File: src/rtl/imem_loader.sv
// Boot loader: turns a LEN-prefixed little-endian byte stream into instruction-memory writes, then releases the core.
// Latency: one registered mem_we per 4 accepted bytes; in_ready drops in RUN/ERR, so later bytes are stalled, not consumed.
module imem_loader #(
   parameter int ADDR_W = 8
) (
   input  logic              clk,
   input  logic              resetn,
   input  logic              in_valid,
   input  logic [7:0]        in_data,
   output logic              in_ready,
   output logic              mem_we,
   output logic [ADDR_W-1:0] mem_addr,
   output logic [31:0]       mem_wdata,
   output logic              core_resetn,
   output logic              done,
   output logic              error
);

   // Length field is 16 bits, so the memory cannot be addressed beyond that.
   localparam logic [16:0] DEPTH = 17'(2 ** ADDR_W);

   typedef enum logic [2:0] {
      S_LEN_LO,
      S_LEN_HI,
      S_DATA,
      S_RUN,
      S_ERR
   } state_t;

   state_t            state;
   logic [15:0]       len;
   logic [1:0]        byte_idx;
   logic [ADDR_W-1:0] word_idx;
   logic [23:0]       asm_word;

   logic              xfer;
   logic [15:0]       len_full;
   logic              last_word;

   assign xfer      = in_valid && in_ready;
   assign len_full  = {in_data, len[7:0]};
   assign last_word = (16'(word_idx) == (len - 16'd1));
   assign done      = core_resetn;

   always_ff @(posedge clk or negedge resetn) begin
      if (!resetn) begin
         state       <= S_LEN_LO;
         in_ready    <= 1'b0;
         mem_we      <= 1'b0;
         mem_addr    <= '0;
         mem_wdata   <= '0;
         core_resetn <= 1'b0;
         error       <= 1'b0;
         len         <= '0;
         byte_idx    <= '0;
         word_idx    <= '0;
         asm_word    <= '0;
      end else begin
         mem_we      <= 1'b0;
         core_resetn <= (state == S_RUN);
         case (state)
            S_LEN_LO: begin
               in_ready <= 1'b1;
               if (xfer) begin
                  len[7:0] <= in_data;
                  state    <= S_LEN_HI;
               end
            end
            S_LEN_HI: begin
               if (xfer) begin
                  len[15:8] <= in_data;
                  byte_idx  <= '0;
                  word_idx  <= '0;
                  if (len_full == 16'd0) begin
                     state    <= S_RUN;
                     in_ready <= 1'b0;
                  end else if ({1'b0, len_full} > DEPTH) begin
                     state    <= S_ERR;
                     in_ready <= 1'b0;
                     error    <= 1'b1;
                  end else begin
                     state <= S_DATA;
                  end
               end
            end
            S_DATA: begin
               if (xfer) begin
                  byte_idx <= byte_idx + 2'd1;
                  case (byte_idx)
                     2'd0: asm_word[7:0]   <= in_data;
                     2'd1: asm_word[15:8]  <= in_data;
                     2'd2: asm_word[23:16] <= in_data;
                     default: begin
                        // Fourth byte goes straight into the write data; no need to store it.
                        mem_we    <= 1'b1;
                        mem_addr  <= word_idx;
                        mem_wdata <= {in_data, asm_word};
                        word_idx  <= word_idx + 1'b1;
                        if (last_word) begin
                           state    <= S_RUN;
                           in_ready <= 1'b0;
                        end
                     end
                  endcase
               end
            end
            S_RUN: begin
               in_ready <= 1'b0;
            end
            default: begin
               in_ready <= 1'b0;
               error    <= 1'b1;
            end
         endcase
      end
   end

endmodule

File: config.mk
export PLATFORM = sky130hd
export DESIGN_NAME = imem_loader
export DESIGN_NICKNAME = d
export VERILOG_FILES = /design/src/rtl/imem_loader.sv
export SDC_FILE = /design/constraint.sdc
export NUM_CORES = 1
export LEC_CHECK = 0
export BUFFER_PORTS_ARGS = -buffer_cell sky130_fd_sc_hd__buf_2
export CORE_ASPECT_RATIO = 1.5
export CORE_MARGIN = 3
export CORE_UTILIZATION = 50
export DETAILED_ROUTE_END_ITERATION = 10
export GPL_TIMING_DRIVEN = 0
export PLACE_DENSITY_LB_ADDON = 0.12
export SLEW_MARGIN = 40
export SYNTH_ARGS = -nofsm -noshare
export SYNTH_HDL_FRONTEND = slang
export SYNTH_SLANG_ARGS = --single-unit
File: constraint.sdc
create_clock -name clk -period 2.2 [get_ports clk]
set_input_delay 0.11 -clock clk [delete_from_list [all_inputs] [get_ports clk]]
set_output_delay 0.11 -clock clk [all_outputs]
set_load 0.05 [all_outputs]
==> results.cfg, run 1 <==
[clock_tree]
cts_num_sinks = 97
cts.htree.levels = 3
cts-root-buf = clkbuf_16
cts_buffer_depth = 2
path_clk_slew_ns = 0.07
cts_tree = built
cts_buffers = 9
clk_latency_ns = 0.35

[routing]
dr_total_vias = 3321
wire_per_inst_um = 16.58
antenna_left = 0
drt-total-wl_um = 10360
vias_per_cell = 5.314
first_pass_iters = 4
drcViolationCount = 0
drtIter0Drc = 179

[worst_setup_path]
r2r_slack_ns = -0.004
cp.required_ns = 2.44
path_max_fanout = 10
critPathLaunchType = flop
end_kind = flop
cp.arrival_ns = 2.44
path_class = flop to flop

[logic_synthesis]
synth_top_area_share_pct = 55.51
syn-cell-area_sq_mm = 0.004373
post_synth_num_cell_types = 54
synth-main-ff-cell = dfrtp_1
synth_top_area_cell = dfrtp_1
synth-seq-area-share_pct = 55.51
synth_most_common_cell = nand2_1
syn-num-nets = 457
synth_common_cells = 156 x nand2_1, 97 x dfrtp_1, 33 x mux2_2
avgSynthCellArea_sq_um = 9.961
synth-edff-count = 0
synthArstFlopShare_pct = 100.0
ys_ff_latch = 97
synth.area.top_cells = dfrtp_1 56%, nand2_1 13%, mux2_2 8.5%
yosysWarnings = 0
syn_inst = 439

[timing]
rsz0062_at_grt = yes
timing.final.crit_share_pct = 100.2
setup_viol = 1
finalCriticalPeriod_ns = 2.204
finalSetupTns_ns = -0.004028
hold_violations = 0
worstMarginPinSlew_ns = 0.5432
slew_headroom_pct = 63.79
finalWorstSetupSlack_ns = -0.004028
hold_slack_ns = 0.07876
maxSlewViolCount = 0
fmax_ghz = 0.4537
worst_clock_skew_ns = 0.006071

[global_routing]
grt_max_degree = 56
first_global_vias = 3409
overflow = 0
grt_pass1_wl_um = 16990
grt_usage_pct = 22.90
antenna_found_initial = 0

[floorplan]
die_w_um = 82.36
core.rowCount = 41
core_sq_mm = 0.008464
die_area_sq_mm = 0.009927
die_h_um = 120.5
start_util_pct = 51.66
boundaryPins = 56

[pwr]
ir_worst_vdd_v = 0.0005880
cellLeakagePower_nw = 2.849
powerDensity_mw_per_mm2 = 662.3
power_mw = 3.483

[final_layout]
diodes = 0
fin_area_sq_mm = 0.005259
num-nets-final = 531
area_growth_pct = 20.26
drive_gt1_share_pct = 26.06
fin_util_pct = 62.13

[placement]
hpwl_um = 7162
port_buffers = 54
place.gp.congestion = 0.8605
dpl_cell_area_sq_mm = 0.004815

[outcome]
violations = setup timing
status = finished with violations

[worst_hold_path]
hold_class = primary input to flop

[run]
drv_cap = 0
-- registers in the layout, summed over array words and instances, names as in the netlist --
register     count
mem_wdata       32
asm_word        24
len             16
mem_addr         8
word_idx         8
state            3
byte_idx         2
core_resetn      1
error            1
in_ready         1
mem_we           1
-- worst max-delay path, cell delays in order, from the launching register on --
cell,delay [ns]
dfrtp_1,0.37
buf_6,0.14
or4_4,0.57
o21ai_2,0.14
nor4b_4,0.18
and4_1,0.22
nand4_1,0.22
o21a_1,0.24
-- kinds of logic after synthesis --
logic type	after synthesis	share of synthesized area (%)
and+or+nand+nor	225	23.35
DFF	97	55.51
AOI/OAI and AO/OA	37	5.580
muxes	33	8.498
buffers and inverters	30	3.061
xor gates and xnor gates	10	2.003
adders and majority gates	7	2.003
-- power by group --
group / leakage (nW) / switching, mW / internal [mW] / total [mW]
combinational: 1.36 / 0.0615 / 0.0159 / 0.0774
sequential: 1.34 / 0 / 1.78 / 1.78
clock: 0.150 / 0.697 / 0.926 / 1.62
total: 2.85 / 0.758 / 2.72 / 3.48
-- through the flow --
stage                     setup slack, ns  instances
after global placement            -0.1447        600
final                           -0.004028        625
after global routing             -0.05194        625
after floorplan                    0.1649        439
after CTS                         0.01104        623
after detailed placement          -0.2872        601
-- what timing repair did --
| action | CTS | global route |
|---|---|---|
| setup endpoints to repair | 2 | 51 |
| hold buffers | 1 | 0 |
| buffers inserted | 6 | 2 |
| resized for setup | 6 | 13 |
| pin swaps | 5 | 2 |
| endpoints found under the hold margin | 42 | 0 |
-- final timing paths --
kind                              start            end  depth (start not counted)
min in group asynchronous        resetn         len[9]                          2
hold reg to reg            asm_word[23]  mem_wdata[23]                          2
setup reg to reg                 len[2]       in_ready                          7
hold / removal               in_data[2]  mem_wdata[26]                          3
max in group asynchronous        resetn    byte_idx[1]                          3
setup / recovery                 len[2]       in_ready                          7
-- layout by cell type, fill, tap and decap left out, drive strengths merged, types with 7 or more instances in the layout --
master and n:
a21oi 7, buf 67, clkbuf 26, dfrtp 97, ha 7, inv 11
mux2 33, nand2 156, nand3 15, nand4 7, nor2 16, o21ai 12
xor2 7
-- area by class of cell --
| class | count | area (sq um) |
|---|---|---|
| clock inverters | 6 | 72.57 |
| well taps | 107 | 133.9 |
| inverters | 9 | 33.78 |
| repair buffers | 64 | 390.4 |
| fillers | 717 | 3206 |
| flip-flops and latches | 97 | 2427 |
| clock buffers | 10 | 239.0 |
| multi-input cells | 312 | 1868 |
| plain buffers | 20 | 93.84 |
-- layer usage --
layer	track usage [%]	routed length, um	vias up
li1	-	-	1622
met1	28.40	4200	1618
met2	37.65	5546	61
met3	3.502	297	20
met4	12.06	318	0
met5	0	0	-
(Power assumes the default switching activity.)
==> run 2, diff against run 1 <==
Settings changed: CORE_UTILIZATION 50 to 25.
==> run 2 against run 1 <==
Net effect: the flow still finishes with violations (setup timing); clock power decreased by 4%; flip-flop and latch count unchanged; final cell count increased by 16%; clock skew decreased by 0.0011 ns; routed wire length increased by 15%; critical path depth unchanged; global-route usage decreased by 10 points; power decreased by 1.8%; largest cell class unchanged; largest power group unchanged.
==> results.cfg, run 2 (same netlist as run 1, synthesis figures left out) <==
[routing]
vias_per_cell = 4.604
antenna_left = 0
wl_met3_um = 255
drtIter0Drc = 160
wire_per_inst_um = 16.43
wl_met1_um = 5083
first_pass_iters = 4
dr_total_vias = 3347
met2_length_um = 6339
drt-total-wl_um = 11950
dr.max_layer_used = met4
drcViolationCount = 0

[worst_setup_path]
path_max_fanout = 6
endpoint = in_ready
startpoint = len[1]
path_class = flop to flop
r2r_slack_ns = -0.03
cp.required_ns = 2.43
r2r_start = len[1]
ff2ff_path_depth = 7
critPathLaunchType = flop
cp.arrival_ns = 2.46
timing.rr.end = in_ready
end_kind = flop

[global_routing]
grt_pass1_wl_um = 19130
antenna_found_initial = 0
overflow = 0
grt_usage_pct = 12.86
grt_max_degree = 72
first_global_vias = 3434

[placement]
hpwl_um = 8247
place.gp.congestion = 0.8010
port_buffers = 54
place_inst = 704
dp_slack_ns = -0.2895
dpl_cell_area_sq_mm = 0.004943

[pwr]
ir_worst_vdd_v = 0.0003257
powerDensity_mw_per_mm2 = 636.3
cellLeakagePower_nw = 2.838
power_mw = 3.420

[floorplan]
core.rowCount = 58
start_util_pct = 25.75
die_w_um = 114.0
die_h_um = 168.0
boundaryPins = 56
die_area_sq_mm = 0.01915
core_sq_mm = 0.01698

[clock_tree]
clk_latency_ns = 0.34
cts_num_sinks = 97
cts_buffer_depth = 2
cts_tree = built
cts-root-buf = clkbuf_16
cts.htree.levels = 3
path_clk_slew_ns = 0.07
cts_buffers = 9

[final_layout]
instances_no_fill = 727
regMostFlops = mem_wdata
drive_gt1_share_pct = 26.89
num-nets-final = 530
largest_reg_flops = 32
mostFrequentLayoutCell = nand2_1
fin_util_pct = 31.65
final_cell_mix = 156 x nand2_1, 95 x dfrtp_1, 56 x buf_2
top_regs = mem_wdata (32), asm_word (24), len (16)
area_growth_pct = 22.92
fillers = 1819
fin_area_sq_mm = 0.005375
diodes = 0

[timing]
fmax_ghz = 0.4488
worstMarginPinSlew_ns = 0.6107
hold_slack_ns = 0.1028
timing.final.crit_share_pct = 101.3
rsz0062_at_grt = yes
maxSlewViolCount = 0
finalSetupTns_ns = -0.02832
slew_headroom_pct = 59.17
finalCriticalPeriod_ns = 2.228
finalWorstSetupSlack_ns = -0.02832
hold_violations = 0
worst_clock_skew_ns = 0.005009
setup_viol = 1

[outcome]
violations = setup timing
status = finished with violations

[run]
drv_cap = 0

[worst_hold_path]
hold_class = primary input to flop
==> run 2: changes by cell type in the layout (fill, tap and decap cells not counted), moves of 2 or more <==
cell and change:
buf_4 -3, buf_6 +2, dfrtp_1 -2, dfrtp_2 +2, inv_8 +2
==> run 2: critical path, stage by stage, from the launching register on <==
cell and delay (ns):
dfrtp_2 0.45, buf_12 0.14, or4_4 0.54, o21ai_2 0.14, nor4b_2 0.18, and4_1 0.22
nand4_1 0.20, o21a_1 0.24
==> run 2: timing repair <==
action / 4_1_cts / 5_1_grt
hold buffers: 1 / 0
endpoints found under the setup margin: 39 / 28
buffers inserted: 2 / 5
resized for setup: 10 / 15
hold endpoints to repair: 97 / 0
pin swaps: 4 / 11
==> run 2: layer usage <==
| metal | vias to the layer above | track usage, % |
|---|---|---|
| met2 | 57 | 22.67 |
| met5 | - | 0 |
| met4 | 0 | 4.599 |
| met1 | 1658 | 15.87 |
| li1 | 1615 | - |
| met3 | 17 | 1.762 |
==> run 2: cell type report <==
cell class	count	area (sq um)	area share [%]
Buffer	20	95.09	1.769
Inverter	9	33.78	0.6285
Clock buffer	10	229.0	4.260
Sequential cell	97	2430	45.20
Timing Repair Buffer	63	390.4	7.263
Clock inverter	6	57.56	1.071
Tap cell	210	262.8	4.888
Multi-Input combinational cell	312	1877	34.92
==> run 2: where the power goes <==
part	internal [mW]	leakage (nW)	total [mW]	switching, mW
combinational	0.0159	1.37	0.0829	0.0671
clock	0.798	0.141	1.56	0.759
sequential	1.78	1.33	1.78	0
total	2.59	2.84	3.42	0.826
==> run 2: how the worst min path moves through the flow <==
stage	startpoint	to	slack [ns]	cells after the start
after floorplan	resetn	asm_word[0]	-0.19	0
after global placement	asm_word[2]	mem_wdata[2]	0.45	2
after detailed placement	resetn	error	-0.02	1
after CTS	in_data[4]	len[12]	0.1	3
after global routing	in_data[1]	mem_wdata[25]	0.11	3
final	in_data[4]	len[12]	0.10	3
==> run 3, diff against run 2 <==
Clock period 2.2 ns to 1.8 ns, I/O delays scaled along.
==> run 3 against run 2 <==
Net effect: the flow still finishes with violations (setup timing); non-clock buffer count rose by 10; global-route usage rose by 0.33 points; highest routed layer unchanged; die area did not move; maximum frequency rose by 5.2%; flip-flop and latch count did not move; largest power group unchanged; critical path type unchanged.
==> results.cfg, run 3 (same netlist as run 1, synthesis figures left out) <==
[floorplan]
die_w_um = 114.0
die_h_um = 168.0
start_util_pct = 25.75
core_sq_mm = 0.01698
boundaryPins = 56
core.rowCount = 58
die_area_sq_mm = 0.01915

[global_routing]
grt_usage_pct = 13.19
grt_max_degree = 57
grt_pass1_wl_um = 19670
overflow = 0
antenna_found_initial = 0
first_global_vias = 3544

[timing]
finalCriticalPeriod_ns = 2.118
fmax_ghz = 0.4720
hold_slack_ns = 0.07436
setup_viol = 2
hold_violations = 0
finalWorstSetupSlack_ns = -0.3185
worstMarginPinSlew_ns = 0.6124
worst_clock_skew_ns = 0.005874
rsz0062_at_grt = yes
finalSetupTns_ns = -0.5400
timing.final.crit_share_pct = 117.7
maxSlewViolCount = 0
slew_headroom_pct = 59.18

[final_layout]
largest_reg_flops = 32
diodes = 0
top_regs = mem_wdata (32), asm_word (24), len (16)
area_growth_pct = 27.30
num-nets-final = 540
drive_gt1_share_pct = 31.56
mostFrequentLayoutCell = nand2_1
fin_util_pct = 32.78
final_cell_mix = 152 x nand2_1, 92 x dfrtp_1, 57 x buf_2
regMostFlops = mem_wdata

[worst_hold_path]
holdPathEnd = mem_wdata[28]
holdPathStages = 3
hold_class = primary input to flop
hp-start = in_data[4]

[pwr]
power_mw = 4.368
powerDensity_mw_per_mm2 = 784.6
ir_worst_vdd_v = 0.0003720
cellLeakagePower_nw = 2.948

[clock_tree]
cts_tree = built
path_clk_slew_ns = 0.07
clk_latency_ns = 0.34
cts-root-buf = clkbuf_16
cts.htree.levels = 3
cts_buffers = 9
cts_num_sinks = 97
cts_buffer_depth = 2

[worst_setup_path]
critPathLaunchType = flop
cp.arrival_ns = 2.35
r2r_start = len[0]
timing.rr.end = in_ready
ff2ff_path_depth = 8
crit_chain = inv_2 -> ha_4 -> or3b_4 -> nor4b_4 -> o21ai_1 -> a21oi_2 -> nand4_1 -> o21a_1
end_kind = flop
critPathSlowestCell = dfrtp_2
r2r_slack_ns = -0.32
cp.required_ns = 2.03
path_class = flop to flop
slowest_delay_ns = 0.43
path_max_fanout = 4

[routing]
antenna_left = 0
drcViolationCount = 0
drtIter0Drc = 127
first_pass_iters = 4
vias_per_cell = 4.639
dr_total_vias = 3414
wire_per_inst_um = 16.71
drt-total-wl_um = 12300

[outcome]
violations = setup timing
status = finished with violations

[placement]
port_buffers = 54
hpwl_um = 8474
place.gp.congestion = 0.7996

[run]
drv_cap = 0
## run 3: cell count changes in the layout (fill, tap and decap cells not counted), moves of 3 or more
cell	delta
buf_4	+13
clkbuf_1	-6
dfrtp_1	-3
dfrtp_2	+3
nand2_1	-4
nand2_4	+3
nand3_1	-4
## run 3: worst max-delay path by stage
stage,from,to,slack (ns),cells past startpoint
global route,len[0],in_ready,-0.45,8
finish,len[0],in_ready,-0.32,8
detailed placement,state[1],mem_wdata[1],-0.64,7
floorplan,len[0],in_ready,-0.11,8
global placement,state[1],mem_wdata[1],-0.66,7
CTS,len[2],in_ready,-0.33,7
## run 3: final cells by class
cell class / count / area [sq um]
Tap cell: 210 / 262.8
Clock buffer: 9 / 225.2
Clock inverter: 6 / 90.09
Buffer: 19 / 105.1
Inverter: 9 / 35.03
Timing Repair Buffer: 74 / 456.7
Sequential cell: 97 / 2434
Multi-Input combinational cell: 312 / 1958
Fill cell: 1819 / 11410
## run 3: layer usage
| layer | vias to the layer above | part of all wire [%] | global-route usage (%) |
|---|---|---|---|
| li1 | 1633 | - | - |
| met1 | 1710 | 43 | 16.45 |
| met5 | - | 0 | 0 |
| met2 | 54 | 53 | 22.85 |
| met4 | 0 | 2.4 | 5.271 |
| met3 | 17 | 2.0 | 1.690 |
## run 3: worst max-delay path: cells and delay by family, from the launching register on
| family | cells | cell delay [ns] |
|---|---|---|
| and+or+nand+nor | 3 | 0.84 |
| adders and majority gates | 1 | 0.14 |
| buffers and inverters | 1 | 0.09 |
| AOI/OAI and AO/OA | 3 | 0.51 |
| DFF | 1 | 0.43 |
## run 3: per-stage QoR
stage               setup slack [ns]  cell area, sq um  instances
floorplan                    -0.1104              4378        439
finish                       -0.3185              5567        736
global route                 -0.4486              5567        736
CTS                          -0.3303              5420        727
detailed placement           -0.6419              4949        704
global placement             -0.6556              4911        703
## run 3: timing repair
item / 4_1_cts / 5_1_grt
buffers inserted: 9 / 9
pin swaps: 11 / 11
hold buffers: 1 / 0
setup endpoints to repair: 79 / 82
endpoints found under the hold margin: 41 / 0
resized for setup: 32 / 23
## run 3: power breakdown
| group | total, mW | switching, mW | leakage, nW | internal [mW] |
|---|---|---|---|---|
| logic | 0.101 | 0.0816 | 1.47 | 0.0197 |
| clock network | 2.09 | 0.869 | 0.152 | 1.22 |
| registers | 2.18 | 0 | 1.33 | 2.18 |
